===== src/rtl/uart_fifo_bridge_pkg.sv =====
// Shared constants, count type and width helper for the UART FIFO bridge.
// Optional loopback path is enabled with UART_BRIDGE_LOOPBACK_EN.
package uart_bridge_pkg;

    localparam int DATA_W_DEF = 8;
    localparam int DEPTH_DEF  = 16;

    // Occupancy must represent 0..DEPTH inclusive, hence the extra bit.
    function automatic int cnt_w(input int depth);
        return $clog2(depth) + 1;
    endfunction

    typedef logic [cnt_w(DEPTH_DEF)-1:0] count_t;

endpackage


===== src/rtl/uart_fifo_bridge_if.sv =====
// Handshake bundle between core, bridge and UART.
// The slave modport is the bridge side; master is the core/UART side.
interface uart_fifo_bridge_if
    import uart_bridge_pkg::*;
#(
    parameter int DATA_W = DATA_W_DEF
);

    logic [DATA_W-1:0] tx_data;
    logic              tx_valid;
    logic              tx_ready;

    logic [DATA_W-1:0] rx_data;
    logic              rx_valid;
    logic              rx_ready;

    logic [DATA_W-1:0] uart_send_data;
    logic              uart_send_ready;
    logic              uart_send_valid;

    logic [DATA_W-1:0] uart_recv_data;
    logic              uart_recv_valid;
    logic              uart_recv_ready;

    modport slave (
        input  tx_data,
        input  tx_valid,
        output tx_ready,
        output rx_data,
        output rx_valid,
        input  rx_ready,
        output uart_send_data,
        output uart_send_ready,
        input  uart_send_valid,
        input  uart_recv_data,
        input  uart_recv_valid,
        output uart_recv_ready
    );

    modport master (
        output tx_data,
        output tx_valid,
        input  tx_ready,
        input  rx_data,
        input  rx_valid,
        output rx_ready,
        input  uart_send_data,
        input  uart_send_ready,
        output uart_send_valid,
        output uart_recv_data,
        output uart_recv_valid,
        input  uart_recv_ready
    );

endinterface


===== src/rtl/uart_fifo_bridge_sync_fifo.sv =====
// First-word-fall-through synchronous FIFO with registered pointers/count.
// Storage is deliberately left out of reset.
module sync_fifo
    import uart_bridge_pkg::*;
#(
    parameter  int DATA_W = DATA_W_DEF,
    parameter  int DEPTH  = DEPTH_DEF,
    localparam int CNT_W  = cnt_w(DEPTH)
) (
    input  logic              clk,
    input  logic              rstn,
    input  logic              push,
    input  logic [DATA_W-1:0] wdata,
    input  logic              pop,
    output logic [DATA_W-1:0] head,
    output logic              full,
    output logic              empty,
    output logic [CNT_W-1:0]  count
);

    localparam int AW = $clog2(DEPTH);

    logic [DATA_W-1:0] mem [DEPTH];
    logic [AW-1:0]     wr_ptr;
    logic [AW-1:0]     rd_ptr;
    logic              do_push;
    logic              do_pop;

    assign full    = (count == CNT_W'(DEPTH));
    assign empty   = (count == '0);
    assign do_push = push & ~full;
    assign do_pop  = pop & ~empty;
    assign head    = mem[rd_ptr];

    always_ff @(posedge clk) begin
        if (do_push) begin
            mem[wr_ptr] <= wdata;
        end
    end

    // Pointers wrap naturally since DEPTH is a power of two.
    always_ff @(posedge clk or negedge rstn) begin
        if (!rstn) begin
            wr_ptr <= '0;
            rd_ptr <= '0;
            count  <= '0;
        end else begin
            if (do_push) begin
                wr_ptr <= wr_ptr + 1'b1;
            end
            if (do_pop) begin
                rd_ptr <= rd_ptr + 1'b1;
            end
            unique case (1'b1)
                do_push & ~do_pop: count <= count + 1'b1;
                do_pop & ~do_push: count <= count - 1'b1;
                default:           count <= count;
            endcase
        end
    end

endmodule


===== src/rtl/uart_fifo_bridge.sv =====
// Buffered core<->UART bridge: one send FIFO and one receive FIFO.
// Define UART_BRIDGE_LOOPBACK_EN to add the send->receive loopback port.
module uart_fifo_bridge
    import uart_bridge_pkg::*;
#(
    parameter  int DATA_W = DATA_W_DEF,
    parameter  int DEPTH  = DEPTH_DEF,
    localparam int CNT_W  = cnt_w(DEPTH)
) (
    input  logic               clk,
    input  logic               rstn,
`ifdef UART_BRIDGE_LOOPBACK_EN
    input  logic               loopback,
`endif
    uart_fifo_bridge_if.slave  bus,
    output logic [CNT_W-1:0]   tx_count,
    output logic [CNT_W-1:0]   rx_count
);

    logic              tx_full;
    logic              tx_empty;
    logic              tx_push;
    logic              tx_pop;
    logic [DATA_W-1:0] tx_head;

    logic              rx_full;
    logic              rx_empty;
    logic              rx_push;
    logic              rx_pop;
    logic [DATA_W-1:0] rx_head;
    logic [DATA_W-1:0] rx_wdata;

    logic              lb_q;
    logic              lb_move;

    // Mode is registered so a mid-cycle change never splits a handshake.
`ifdef UART_BRIDGE_LOOPBACK_EN
    always_ff @(posedge clk or negedge rstn) begin
        if (!rstn) begin
            lb_q <= 1'b0;
        end else begin
            lb_q <= loopback;
        end
    end
`else
    assign lb_q = 1'b0;
`endif

    assign lb_move  = lb_q & ~tx_empty & ~rx_full;

    assign tx_push  = bus.tx_valid & ~tx_full;
    assign tx_pop   = lb_q ? lb_move
                           : (bus.uart_send_valid & ~tx_empty);
    assign rx_push  = lb_q ? lb_move
                           : (bus.uart_recv_valid & ~rx_full);
    assign rx_wdata = lb_q ? tx_head : bus.uart_recv_data;
    assign rx_pop   = bus.rx_ready & ~rx_empty;

    assign bus.tx_ready        = ~tx_full;
    assign bus.uart_send_data  = tx_head;
    assign bus.uart_send_ready = ~lb_q & ~tx_empty;
    assign bus.uart_recv_ready = ~lb_q & ~rx_full;
    assign bus.rx_data         = rx_head;
    assign bus.rx_valid        = ~rx_empty;

    sync_fifo #(
        .DATA_W (DATA_W),
        .DEPTH  (DEPTH)
    ) u_send (
        .clk   (clk),
        .rstn  (rstn),
        .push  (tx_push),
        .wdata (bus.tx_data),
        .pop   (tx_pop),
        .head  (tx_head),
        .full  (tx_full),
        .empty (tx_empty),
        .count (tx_count)
    );

    sync_fifo #(
        .DATA_W (DATA_W),
        .DEPTH  (DEPTH)
    ) u_recv (
        .clk   (clk),
        .rstn  (rstn),
        .push  (rx_push),
        .wdata (rx_wdata),
        .pop   (rx_pop),
        .head  (rx_head),
        .full  (rx_full),
        .empty (rx_empty),
        .count (rx_count)
    );

endmodule


===== src/flat_wrapper.sv =====
// flat-port wrapper written by rule: the top's interface ports become plain ports
module uart_fifo_bridge_flat import uart_bridge_pkg::*;
#(
    parameter  int DATA_W = DATA_W_DEF,
    parameter  int DEPTH  = DEPTH_DEF,
    localparam int CNT_W  = cnt_w(DEPTH)
)
  (clk, rstn, tx_count, rx_count, bus_tx_data, bus_tx_valid, bus_tx_ready, bus_rx_data, bus_rx_valid, bus_rx_ready, bus_uart_send_data, bus_uart_send_ready, bus_uart_send_valid, bus_uart_recv_data, bus_uart_recv_valid, bus_uart_recv_ready);
  uart_fifo_bridge_if #(.DATA_W(DATA_W)) bus_i ();
  input  logic clk;
  input  logic rstn;
  output logic [CNT_W-1:0] tx_count;
  output logic [CNT_W-1:0] rx_count;
  input wire logic [$bits(bus_i.tx_data)-1:0] bus_tx_data;
  input wire logic [$bits(bus_i.tx_valid)-1:0] bus_tx_valid;
  output wire logic [$bits(bus_i.tx_ready)-1:0] bus_tx_ready;
  output wire logic [$bits(bus_i.rx_data)-1:0] bus_rx_data;
  output wire logic [$bits(bus_i.rx_valid)-1:0] bus_rx_valid;
  input wire logic [$bits(bus_i.rx_ready)-1:0] bus_rx_ready;
  output wire logic [$bits(bus_i.uart_send_data)-1:0] bus_uart_send_data;
  output wire logic [$bits(bus_i.uart_send_ready)-1:0] bus_uart_send_ready;
  input wire logic [$bits(bus_i.uart_send_valid)-1:0] bus_uart_send_valid;
  input wire logic [$bits(bus_i.uart_recv_data)-1:0] bus_uart_recv_data;
  input wire logic [$bits(bus_i.uart_recv_valid)-1:0] bus_uart_recv_valid;
  output wire logic [$bits(bus_i.uart_recv_ready)-1:0] bus_uart_recv_ready;
  assign bus_i.tx_data = bus_tx_data;
  assign bus_i.tx_valid = bus_tx_valid;
  assign bus_tx_ready = bus_i.tx_ready;
  assign bus_rx_data = bus_i.rx_data;
  assign bus_rx_valid = bus_i.rx_valid;
  assign bus_i.rx_ready = bus_rx_ready;
  assign bus_uart_send_data = bus_i.uart_send_data;
  assign bus_uart_send_ready = bus_i.uart_send_ready;
  assign bus_i.uart_send_valid = bus_uart_send_valid;
  assign bus_i.uart_recv_data = bus_uart_recv_data;
  assign bus_i.uart_recv_valid = bus_uart_recv_valid;
  assign bus_uart_recv_ready = bus_i.uart_recv_ready;
  uart_fifo_bridge #(.DATA_W(DATA_W), .DEPTH(DEPTH)) u_core (.clk(clk), .rstn(rstn), .bus(bus_i), .tx_count(tx_count), .rx_count(rx_count));
endmodule

===== config.mk =====
export PLATFORM = sky130hd
export DESIGN_NAME = uart_fifo_bridge_flat
export DESIGN_NICKNAME = d
export VERILOG_FILES = /design/src/rtl/uart_fifo_bridge_pkg.sv /design/src/rtl/uart_fifo_bridge_if.sv /design/src/rtl/uart_fifo_bridge_sync_fifo.sv /design/src/rtl/uart_fifo_bridge.sv /design/src/flat_wrapper.sv
export SDC_FILE = /design/constraint.sdc
export NUM_CORES = 1
export LEC_CHECK = 0
export ABC_AREA = 1
export BUFFER_PORTS_ARGS = -buffer_cell sky130_fd_sc_hd__buf_2
export CORE_ASPECT_RATIO = 0.75
export CORE_MARGIN = 2
export CORE_UTILIZATION = 40
export DETAILED_ROUTE_END_ITERATION = 6
export SYNTH_ARGS = -nofsm -noshare
export SYNTH_HDL_FRONTEND = slang
export SYNTH_SLANG_ARGS = --single-unit
export TNS_END_PERCENT = 10

===== constraint.sdc =====
create_clock -name clk -period 2.16 [get_ports clk]
set_input_delay 0.216 -clock clk [delete_from_list [all_inputs] [get_ports clk]]
set_output_delay 0.216 -clock clk [all_outputs]
set_load 0.02 [all_outputs]

==> metrics.cfg <==
[outcome]
run_status=complete, but fails checks
violations=negative setup slack

[timing]
finClkSkew_ns=0.0164
post-route-period-util_pct=104
fin_crit_ns=2.24
fin_tns_setup_ns=-0.568
timing_hold_violations_final=0
max_freq_mhz=446
worstMarginPinSlew_ns=0.651
setup-violations-final=10
worst_hold_slack_ns=0.0440
smallest_setup_slack_after_layout_ns=-0.0833
grt_setup_unrepaired=true
slew_headroom_pct=56.6
timing.final.max_slew_violations=0

[cts]
cts_made_buffers=28
cts_buffer_depth=3
htree_levels=1
tritoncts=yes
cts_num_sinks=282
clk_root_buffer_cell=clkbuf_16
clock_insertion_delay_worst_skew_ns=0.54
clkSlewWorstSetupHoldPaths_ns=0.06

[hold_path]
worst_hold_startpoint=bus_uart_recv_data[3]
whs_path_depth=1
min_delay_worst_type=in2reg
whs_endpoint=u_core.u_recv.mem[8][3]

[synthesis]
synth_sequential_area_ratio_pct=69.7
synthesized_area_divided_by_synthesized_cell_count_sq_um=11.5
syn_inst=1041
yosys_register_bits=282
netlist_area_sq_um=12000
synth_fp_nets=1080
synth.distinct_cells=28
yosysWarningCount=0

[run]
cap_viol_max_count=0

[critical_path]
timing.critical_path.from_type=register
worstPathArrival_ns=2.03
critPathMaxFanout=30
crit_required_ns=1.94
critical_path.reg2reg.startpoint=u_core.u_send.count[2]
timing.reg2reg.worst_path_depth=16
crit_type=reg2out
rr_endpoint=u_core.u_send.count[4]
worst-r2r-setup-slack_ns=0.18
setup.worst_path.end_class=primary output

[routing]
drcViolationCount=0
drt_iter0_markers=715
met2_wirelength_mm=10.9
dr_pass1_iterations=5
met3WireLength_mm=1.53
highest-signal-layer=met4
viasPerCell=4.99
final_routed_wire_length_divided_by_cell_count_um=16.9
detailroute.via_count=7760
finalWirelength_mm=26.3
ant_nets=0
routed_metal_1_wirelength_mm=13.3

[final_layout]
seqCellArea_sq_um=8350
stdcell_count=1554
finish.net_count=1181
total_area_of_multi_input_combinational_cells_sq_um=3200
final_cell_area_sq_um=14100
n_antenna_cell=0
flow.area_growth_from_synthesis_pct=17.6
drive_gt1_share_pct=17.7
n_fill_cell=2586

[place]
dpl-instance-area_sq_um=12900
gp_congestion=0.843
pre_cts_ws_ns=0.135
port_buffers=51
dp_cells=1491
dp.final_hpwl_mm=17.1

[grt]
globalRouteTotalUtil_pct=17.0
grt_max_degree=37
grt_first_pass_wirelength_mm=41.7
grt_antenna_before_repair=0
overflow=0
number_of_global_route_vias_before_repair=7423

[pwr]
power_per_cell_area_nw_per_um2=1370
cellLeakagePower_nw=5.30
power.ir.vdd_worst_uv=912

[die]
initial_utilization_pct=40.9
die_w_um=204
coreArea_sq_um=29300
top_level_ports=52
placement_rows=54
dieHeight_um=154
dieArea_sq_um=31300

## layer usage
layer / GRT usage, % / up-vias
met5: 0 / -
met4: 3.72 / 0
met3: 2.92 / 33
met2: 23.9 / 179
met1: 27.1 / 3743
li1: - / 3805
## sequential cells by signal, summed over array words and instances, names as in the netlist
name                  flops
u_core.u_recv.count       5
u_core.u_send.count       5
u_core.u_recv.mem       128
u_core.u_recv.wr_ptr      4
u_core.u_send.mem       128
u_core.u_send.rd_ptr      4
u_core.u_send.wr_ptr      4
u_core.u_recv.rd_ptr      4
## report_power, final
group | leakage [nW] | switching, mW | internal, mW
combinational | 2.27 | 4.94 | 2.77
clock | 0.404 | 1.94 | 2.52
sequential | 2.62 | 0.426 | 6.68
## logic make-up (layout without fill, tap and decap cells)
family          count (synthesis)  count (layout)  synth area share [%]
flops                         282             282                  69.7
fa+ha+maj                      17              17                  1.78
buf+inv                       122             243                  4.64
xor+xnor                       16              16                  1.17
compound gates                164             164                  7.83
simple gates                  440             440                  14.9
## synthesized netlist by cell type
master,count,area (sq um)
a21oi_1,31,155
a21oi_2,5,43.8
buf_1,1,3.75
buf_2,29,145
buf_4,5,37.5
buf_6,5,56.3
clkbuf_1,3,11.3
clkbuf_2,2,10.0
clkinv_1,2,7.51
dfrtp_1,26,651
edfxtp_1,256,7690
ha_1,17,213
inv_1,70,263
inv_2,4,15.0
inv_4,1,6.26
nand2_1,186,698
nand2_2,6,37.5
nand3_1,78,390
nand3b_1,1,7.51
nand4_1,4,25.0
nor2_1,164,616
nor2_4,1,11.3
o211ai_1,38,285
o21ai_0,80,400
o21ai_1,9,45.0
o21bai_1,1,7.51
xnor2_1,3,26.3
xor2_1,13,114
## how the worst max path moves through the flow
stage / cells past startpoint / from / to
5_1_grt: 8 / u_core.u_send.rd_ptr[0] / bus_uart_send_data[0]
4_1_cts: 8 / u_core.u_send.rd_ptr[0] / bus_uart_send_data[1]
3_5_place_dp: 16 / u_core.u_send.count[2] / u_core.u_send.count[4]
3_3_place_gp: 16 / u_core.u_send.count[2] / u_core.u_send.count[4]
2_1_floorplan: 16 / u_core.u_send.count[2] / u_core.u_send.count[4]
6_report: 7 / u_core.u_send.rd_ptr[0] / bus_uart_send_data[3]
## cells in the final DEF, fill, tap and decap left out, types with 2 or more instances in the layout
cell type	n
nand4_1	4
buf_12	7
clkbuf_16	28
clkbuf_1	13
nand2_1	175
dfrtp_1	18
ha_1	15
o21ai_0	70
o21ai_1	19
nand2_2	17
edfxtp_1	256
dlygate4sd3_1	3
a21oi_2	13
nor2_2	4
buf_6	9
ha_4	2
nor2_4	2
inv_2	6
xor2_1	13
inv_4	2
clkinv_1	4
xnor2_1	3
clkinv_2	5
buf_2	41
nand3_1	74
a21oi_1	23
inv_1	66
o211ai_1	38
buf_4	54
nand3_2	4
nor2_1	159
dfrtp_2	8
## critical path: stages, from the launching register on
cell      delay [ns]
dfrtp_2         0.50
buf_12          0.17
buf_16          0.16
o211ai_1        0.17
nand3_1         0.17
nand3_1         0.11
nand2_1         0.06
buf_2           0.15
## timing repair
action | 4_1_cts | 5_1_grt
endpoints found under the setup margin | 16 | 20
hold buffers | 3 | 0
gates cloned | 1 | 0
pin swaps | 6 | 8
hold endpoints to repair | 28 | 0
setup buffers | 9 | 0
resized for setup | 31 | 31
## metrics by stage
| stage | power (mW) | utilization [%] |
|---|---|---|
| CTS | 19.2 | 47.8 |
| global route | 20.5 | 48.1 |
| detailed placement | 14.2 | 44.2 |
| floorplan | 11.9 | - |
| global placement | 14.1 | 44.2 |
| finish | 19.3 | 48.1 |
## layout make-up
cell class	count	area share, %
Multi-Input combinational cell	637	22.7
Clock buffer	41	5.32
Sequential cell	282	59.3
Timing Repair Buffer	116	6.49
Tap cell	392	3.48
Inverter	77	2.12
Clock inverter	9	0.560
Power figures use the tool's default switching activity.
